<file path="src/rtl/pc_fetch_sequencer_if.sv">
`default_nettype none
// ============================================================================
//  Module      : pc_fetch_sequencer_if
//  Description : Bundles the PC register, instruction memory, decode and
//                redirect signals seen by the fetch sequencer.
//  Revision    : 1.0 - initial release
// ============================================================================
interface pc_fetch_sequencer_if #(
    parameter int SIZE = 32
);
    // PC register side
    logic [SIZE-1:0] pc;
    logic [SIZE-1:0] pc_next;
    logic            pc_load;
    // Instruction memory side
    logic [SIZE-1:0] imem_addr;
    logic            imem_req;
    logic            imem_ack;
    logic [31:0]     imem_data;
    // Decode side
    logic [31:0]     instr;
    logic            instr_valid;
    logic            instr_ready;
    // Branch/jump redirect
    logic            redirect;
    logic [SIZE-1:0] redirect_addr;

    // Sequencer view
    modport master (
        input  pc, imem_ack, imem_data, instr_ready, redirect, redirect_addr,
        output pc_next, pc_load, imem_addr, imem_req, instr, instr_valid
    );

    // Environment view (PC register, memory, decode)
    modport slave (
        output pc, imem_ack, imem_data, instr_ready, redirect, redirect_addr,
        input  pc_next, pc_load, imem_addr, imem_req, instr, instr_valid
    );
endinterface
`default_nettype wire

</file>
<file path="src/rtl/pc_fetch_sequencer.sv">
`default_nettype none
// ============================================================================
//  Module      : pc_fetch_sequencer
//  Description : Fetches the word at the current PC, hands it to decode with
//                a valid/ready handshake and produces the next PC (PC+4 or a
//                redirect target) with a one-cycle load strobe.
//  Revision    : 1.0 - initial release
// ============================================================================
module pc_fetch_sequencer #(
    parameter int              SIZE       = 32,
    parameter logic [SIZE-1:0] RESET_ADDR = '0
) (
    input  wire logic               ctrl,
    input  wire logic               reset,
    pc_fetch_sequencer_if.master    bus
);

    typedef enum logic [1:0] {
        S_IDLE = 2'd0,
        S_REQ  = 2'd1,
        S_HOLD = 2'd2
    } state_t;

    localparam logic [SIZE-1:0] c_align_mask = ~SIZE'(3);
    localparam logic [SIZE-1:0] c_pc_step    = SIZE'(4);

    state_t          r_state;
    logic [SIZE-1:0] r_pc_next;
    logic            r_pc_load;
    logic            r_imem_req;
    logic [31:0]     r_instr;
    logic            r_instr_valid;
    logic            r_discard;
    logic [SIZE-1:0] r_target;

    state_t          w_state_nxt;
    logic [SIZE-1:0] w_pc_next_nxt;
    logic            w_pc_load_nxt;
    logic            w_imem_req_nxt;
    logic [31:0]     w_instr_nxt;
    logic            w_instr_valid_nxt;
    logic            w_discard_nxt;
    logic [SIZE-1:0] w_target_nxt;

    logic [SIZE-1:0] w_pc_aligned;
    logic [SIZE-1:0] w_redir_aligned;

    // Word-aligned views of the current PC and the redirect target
    assign w_pc_aligned    = bus.pc & c_align_mask;
    assign w_redir_aligned = bus.redirect_addr & c_align_mask;

    assign bus.imem_addr   = w_pc_aligned;
    assign bus.pc_next     = r_pc_next;
    assign bus.pc_load     = r_pc_load;
    assign bus.imem_req    = r_imem_req;
    assign bus.instr       = r_instr;
    assign bus.instr_valid = r_instr_valid;

    // Next-state and next-output decode for the fetch FSM
    always_comb begin
        w_state_nxt       = r_state;
        w_pc_next_nxt     = r_pc_next;
        w_pc_load_nxt     = 1'b0;
        w_instr_nxt       = r_instr;
        w_instr_valid_nxt = r_instr_valid;
        w_discard_nxt     = r_discard;
        w_target_nxt      = r_target;

        case (r_state)
            S_IDLE: begin
                w_state_nxt = S_REQ;
                if (bus.redirect) begin
                    w_pc_next_nxt = w_redir_aligned;
                    w_pc_load_nxt = 1'b1;
                end
            end

            S_REQ: begin
                if (!r_imem_req) begin
                    // PC is being loaded this cycle; no request is in flight
                    if (bus.redirect) begin
                        w_pc_next_nxt = w_redir_aligned;
                        w_pc_load_nxt = 1'b1;
                    end
                end else if (bus.imem_ack) begin
                    if (bus.redirect) begin
                        w_pc_next_nxt = w_redir_aligned;
                        w_pc_load_nxt = 1'b1;
                        w_discard_nxt = 1'b0;
                    end else if (r_discard) begin
                        w_pc_next_nxt = r_target;
                        w_pc_load_nxt = 1'b1;
                        w_discard_nxt = 1'b0;
                    end else begin
                        w_instr_nxt       = bus.imem_data;
                        w_instr_valid_nxt = 1'b1;
                        w_pc_next_nxt     = w_pc_aligned + c_pc_step;
                        w_pc_load_nxt     = 1'b1;
                        w_state_nxt       = S_HOLD;
                    end
                end else if (bus.redirect) begin
                    // Request cannot be aborted: remember to drop its data
                    w_discard_nxt = 1'b1;
                    w_target_nxt  = w_redir_aligned;
                end
            end

            S_HOLD: begin
                if (bus.redirect) begin
                    w_instr_valid_nxt = 1'b0;
                    w_pc_next_nxt     = w_redir_aligned;
                    w_pc_load_nxt     = 1'b1;
                    w_state_nxt       = S_REQ;
                end else if (r_instr_valid && bus.instr_ready) begin
                    w_instr_valid_nxt = 1'b0;
                    w_state_nxt       = S_REQ;
                end
            end

            default: begin
                w_state_nxt = S_IDLE;
            end
        endcase

        // Request only once the PC register holds the address to fetch
        w_imem_req_nxt = (w_state_nxt == S_REQ) && !w_pc_load_nxt;
    end

    // State and registered outputs, synchronous active-low reset
    always_ff @(posedge ctrl) begin
        if (!reset) begin
            r_state       <= S_IDLE;
            r_pc_next     <= RESET_ADDR;
            r_pc_load     <= 1'b0;
            r_imem_req    <= 1'b0;
            r_instr       <= '0;
            r_instr_valid <= 1'b0;
            r_discard     <= 1'b0;
            r_target      <= '0;
        end else begin
            r_state       <= w_state_nxt;
            r_pc_next     <= w_pc_next_nxt;
            r_pc_load     <= w_pc_load_nxt;
            r_imem_req    <= w_imem_req_nxt;
            r_instr       <= w_instr_nxt;
            r_instr_valid <= w_instr_valid_nxt;
            r_discard     <= w_discard_nxt;
            r_target      <= w_target_nxt;
        end
    end

endmodule
`default_nettype wire

</file>
<file path="src/flat_wrapper.sv">
// flat-port wrapper written by rule: the top's interface ports become plain ports
module pc_fetch_sequencer_flat 
#(
    parameter int              SIZE       = 32,
    parameter logic [SIZE-1:0] RESET_ADDR = '0
)
  (ctrl, reset, bus_pc, bus_imem_ack, bus_imem_data, bus_instr_ready, bus_redirect, bus_redirect_addr, bus_pc_next, bus_pc_load, bus_imem_addr, bus_imem_req, bus_instr, bus_instr_valid);
  pc_fetch_sequencer_if #(.SIZE(SIZE)) bus_i ();
  input  wire logic ctrl;
  input  wire logic reset;
  input wire logic [$bits(bus_i.pc)-1:0] bus_pc;
  input wire logic [$bits(bus_i.imem_ack)-1:0] bus_imem_ack;
  input wire logic [$bits(bus_i.imem_data)-1:0] bus_imem_data;
  input wire logic [$bits(bus_i.instr_ready)-1:0] bus_instr_ready;
  input wire logic [$bits(bus_i.redirect)-1:0] bus_redirect;
  input wire logic [$bits(bus_i.redirect_addr)-1:0] bus_redirect_addr;
  output wire logic [$bits(bus_i.pc_next)-1:0] bus_pc_next;
  output wire logic [$bits(bus_i.pc_load)-1:0] bus_pc_load;
  output wire logic [$bits(bus_i.imem_addr)-1:0] bus_imem_addr;
  output wire logic [$bits(bus_i.imem_req)-1:0] bus_imem_req;
  output wire logic [$bits(bus_i.instr)-1:0] bus_instr;
  output wire logic [$bits(bus_i.instr_valid)-1:0] bus_instr_valid;
  assign bus_i.pc = bus_pc;
  assign bus_i.imem_ack = bus_imem_ack;
  assign bus_i.imem_data = bus_imem_data;
  assign bus_i.instr_ready = bus_instr_ready;
  assign bus_i.redirect = bus_redirect;
  assign bus_i.redirect_addr = bus_redirect_addr;
  assign bus_pc_next = bus_i.pc_next;
  assign bus_pc_load = bus_i.pc_load;
  assign bus_imem_addr = bus_i.imem_addr;
  assign bus_imem_req = bus_i.imem_req;
  assign bus_instr = bus_i.instr;
  assign bus_instr_valid = bus_i.instr_valid;
  pc_fetch_sequencer #(.SIZE(SIZE), .RESET_ADDR(RESET_ADDR)) u_core (.ctrl(ctrl), .reset(reset), .bus(bus_i));
endmodule
</file>
<file path="config.mk">
export PLATFORM = sky130hd
export DESIGN_NAME = pc_fetch_sequencer_flat
export DESIGN_NICKNAME = d
export VERILOG_FILES = /design/src/rtl/pc_fetch_sequencer_if.sv /design/src/rtl/pc_fetch_sequencer.sv /design/src/flat_wrapper.sv
export SDC_FILE = /design/constraint.sdc
export NUM_CORES = 1
export LEC_CHECK = 0
export BUFFER_PORTS_ARGS = -buffer_cell sky130_fd_sc_hd__buf_2
export CORE_MARGIN = 8
export CORE_UTILIZATION = 54
export DETAILED_ROUTE_END_ITERATION = 16
export GPL_TIMING_DRIVEN = 0
export PLACE_DENSITY_LB_ADDON = 0.12
export RECOVER_POWER = 25
export SKIP_CTS_REPAIR_TIMING = 1
export SLEW_MARGIN = 5
export SYNTH_ARGS = -nofsm -noshare
export SYNTH_HDL_FRONTEND = slang
export SYNTH_SLANG_ARGS = --single-unit
</file>
<file path="constraint.sdc">
create_clock -name ctrl -period 4.2 [get_ports ctrl]
set_input_delay 0.63 -clock ctrl [delete_from_list [all_inputs] [get_ports ctrl]]
set_output_delay 0.63 -clock ctrl [all_outputs]
set_load 0.05 [all_outputs]
</file>
==> results by group <==
Setup path
  • WS Path Type: flop to flop
  • Worst Path Arrival: 2.44 ns
  • Worst-path maximum fanout: 10
  • FF-to-FF path depth: 6
  • Req. time, crit path: 4.47 ns
  • Crit path launch type: flop
  • Endpoint class of the critical path: flop

Power
  • PwrDens: 328 nW/um2
  • Internal cell power: 1470 uW
  • Worst vdd rail ir drop: 0.136 mV
  • Pwr Total: 2180 uW
  • Comb pwr share: 0.236
  • Switch Pwr: 708 uW
  • Reg power frac: 0.463
  • Leak Pwr: 0.00264 uW
  • Sw frac: 0.325
  • Share of total power in the clock network: 0.301

Layout
  • Post-layout instance count excluding filler cells: 1009
  • Share of cells above drive strength 1: 0.251
  • Nets: 975
  • Syn-to-layout area delta: 23.6%
  • Ant diodes: 0

GRT
  • Grt total ovfl: 0
  • GRT Util Overall: 0.262
  • Vias in the first global route: 5427
  • First-pass GRT wire length: 27600 um
  • Initial antenna violation count: 0
  • Largest net degree at the start of global routing: 16

Floorplan
  • Ports: 200
  • FP Rows: 36
  • Core area: 9730 um2
  • Die area: 13400 um2
  • Die H: 116 um
  • Die Wd: 116 um
  • Initial core utilization: 0.552

STA
  • Final Slew Violations: 0
  • Hold Vio Cnt, Final: 0
  • RSZ-0062 raised after global routing: no
  • Setup ws final: 2.03 ns
  • Minimum clock period: 2.17 ns
  • Final Setup Violations: 0
  • Total negative setup slack: 0 ns
  • Final Skew: 0.0112 ns
  • Slew margin rel.: 0.350
  • Slew @ Worst Pin: 0.969 ns
  • F_max: 460 MHz
  • Final Cycle Share: 0.517

Logic synthesis
  • Synth async-reset ratio: 0
  • Share of the synthesized area in the top cell type: 0.373
  • Post-synth EDFFs: 0
  • Post-synthesis average cell area: 8.01 um2
  • Synthesized cell area: 5370 um2
  • Post-synth top flop: dfxtp_1
  • Syn. warnings: 0
  • Count leader, synth: nand2_1
  • Cells after Synth: 670
  • Synth cell types: 64
  • Synth top area cells: dfxtp_1 37%, nand2_1 11%, buf_4 5.0%
  • Yosys top cell by area: dfxtp_1
  • Register bit count reported by yosys: 100
  • Register area share after synthesis: 0.373
  • Post-synth top cells: 155 x nand2_1, 100 x dfxtp_1, 36 x buf_4

Placed design
  • DP Wirelength: 14100 um
  • Port Buffers: 191
  • Place WS: 1.75 ns
  • Placed cells: 995
  • Global placer's final weighted congestion: 0.953

Worst hold path
  • Hold path cells: 2
  • Min-delay worst type: flop to flop

Clocking
  • TritonCTS clock tree: built
  • CTS Buf Count: 9
  • CTS H-tree depth: 3
  • Clk_lat worst skew: 0.37 ns
  • CTS Sinks: 100
  • Clock tree buffer depth: 2
  • Root Buffer: clkbuf_8
  • Clock-pin slew on the worst setup and hold paths: 0.09 ns

Drt
  • Drt drc: 0
  • Vias after detailed routing: 5623
  • Drt initial violations: 388
  • Final WL: 18100 um
  • Post-DRT Antenna Nets: 0
  • Wire length per cell: 18.0 um
  • Vias/cell: 5.57
  • Drt pass-1 iters: 5

Run status
  • Status: finished, final reports clean

Run
  • Max Cap Viol: 0
==> cell usage in the layout, fill, tap and decap left out, types with 8 or more instances in the layout <==
| cell type | n |
|---|---|
| a21boi_0 | 33 |
| a21boi_1 | 33 |
| a21oi_1 | 22 |
| and3_1 | 8 |
| buf_2 | 159 |
| buf_4 | 36 |
| clkbuf_1 | 75 |
| clkbuf_8 | 9 |
| dfxtp_1 | 100 |
| nand2_1 | 155 |
| nand2b_1 | 8 |
| nand3_1 | 15 |
| nand4_1 | 8 |
| nor2_1 | 15 |
| nor3_1 | 10 |
| o211ai_1 | 8 |
| o21ai_0 | 32 |
| o221ai_1 | 8 |
| xnor2_1 | 18 |
==> final timing paths <==
check / start / end / slack, ns
max: u_core.bus.imem_req / u_core.bus.instr[23] / 2.03
min: u_core.bus.instr[27] / u_core.bus.instr[27] / 0.45
min reg2reg: u_core.bus.instr[27] / u_core.bus.instr[27] / 0.45
max reg2reg: u_core.bus.imem_req / u_core.bus.instr[23] / 2.03
==> cell type report <==
class                           instances  area [um2]
Timing Repair Buffer                  191         895
Fill cell                             914        3090
Clock buffer                           10         128
Sequential cell                       100        2000
Buffer                                 82         472
Tap cell                              133         166
Inverter                                8        30.0
Multi-Input combinational cell        481        2870
Clock inverter                          4        76.3
==> flip-flops by register name, summed over array words and instances (netlist names) <==
signal / cells
u_core.r_discard: 1
u_core.bus.instr: 32
u_core.bus.imem_req: 1
u_core.r_state: 2
u_core.bus.pc_load: 1
u_core.bus.pc_next: 32
u_core.r_target: 30
u_core.bus.instr_valid: 1
==> worst max-delay path, cell delays in order, from the launching register on <==
cell,delay [ns]
dfxtp_1,0.46
nand2_1,0.27
nor3_4,0.51
nand2_1,0.33
clkbuf_1,0.31
nand2_1,0.12
a21boi_1,0.07
==> power by group through the flow <==
| stage | Sequential (uW) | Clock, uW | Combinational [uW] |
|---|---|---|---|
| after CTS | 1010 | 657 | 515 |
| final | 1010 | 657 | 513 |
| after global routing | 1010 | 704 | 544 |
| after floorplan | 1130 | 0 | 241 |
| after global placement | 1030 | 0 | 505 |
| after detailed placement | 1030 | 0 | 513 |
==> per-stage QoR <==
| stage | util | hold slack, ns | cell area [um2] |
|---|---|---|---|
| 2_1_floorplan | - | 0.434 | 5370 |
| 3_3_place_gp | 0.668 | 0.437 | 6490 |
| 3_5_place_dp | 0.668 | 0.442 | 6490 |
| 4_1_cts | 0.689 | 0.454 | 6700 |
| 5_1_grt | 0.682 | 0.478 | 6640 |
| 6_report | 0.682 | 0.454 | 6640 |
==> logic make-up after synthesis <==
family / count (synthesis) / synth area share
AOI/OAI and AO/OA: 191 / 0.248
xor gates and xnor gates: 25 / 0.0408
muxes: 4 / 0.00746
DFF: 100 / 0.373
and+or+nand+nor: 258 / 0.234
other: 1 / 0.000698
buffers and inverters: 90 / 0.0935
adders and majority gates: 1 / 0.00233
==> per-layer routing <==
layer,wire length (um),up-vias,GRT usage,share of wire
met2,8230,271,0.426,0.45
met5,0,-,0,0
met1,7870,2592,0.334,0.43
met4,446,0,0.110,0.025
met3,1590,33,0.0490,0.088
li1,-,2727,-,-
No activity file was read; power rests on OpenSTA's default activity.
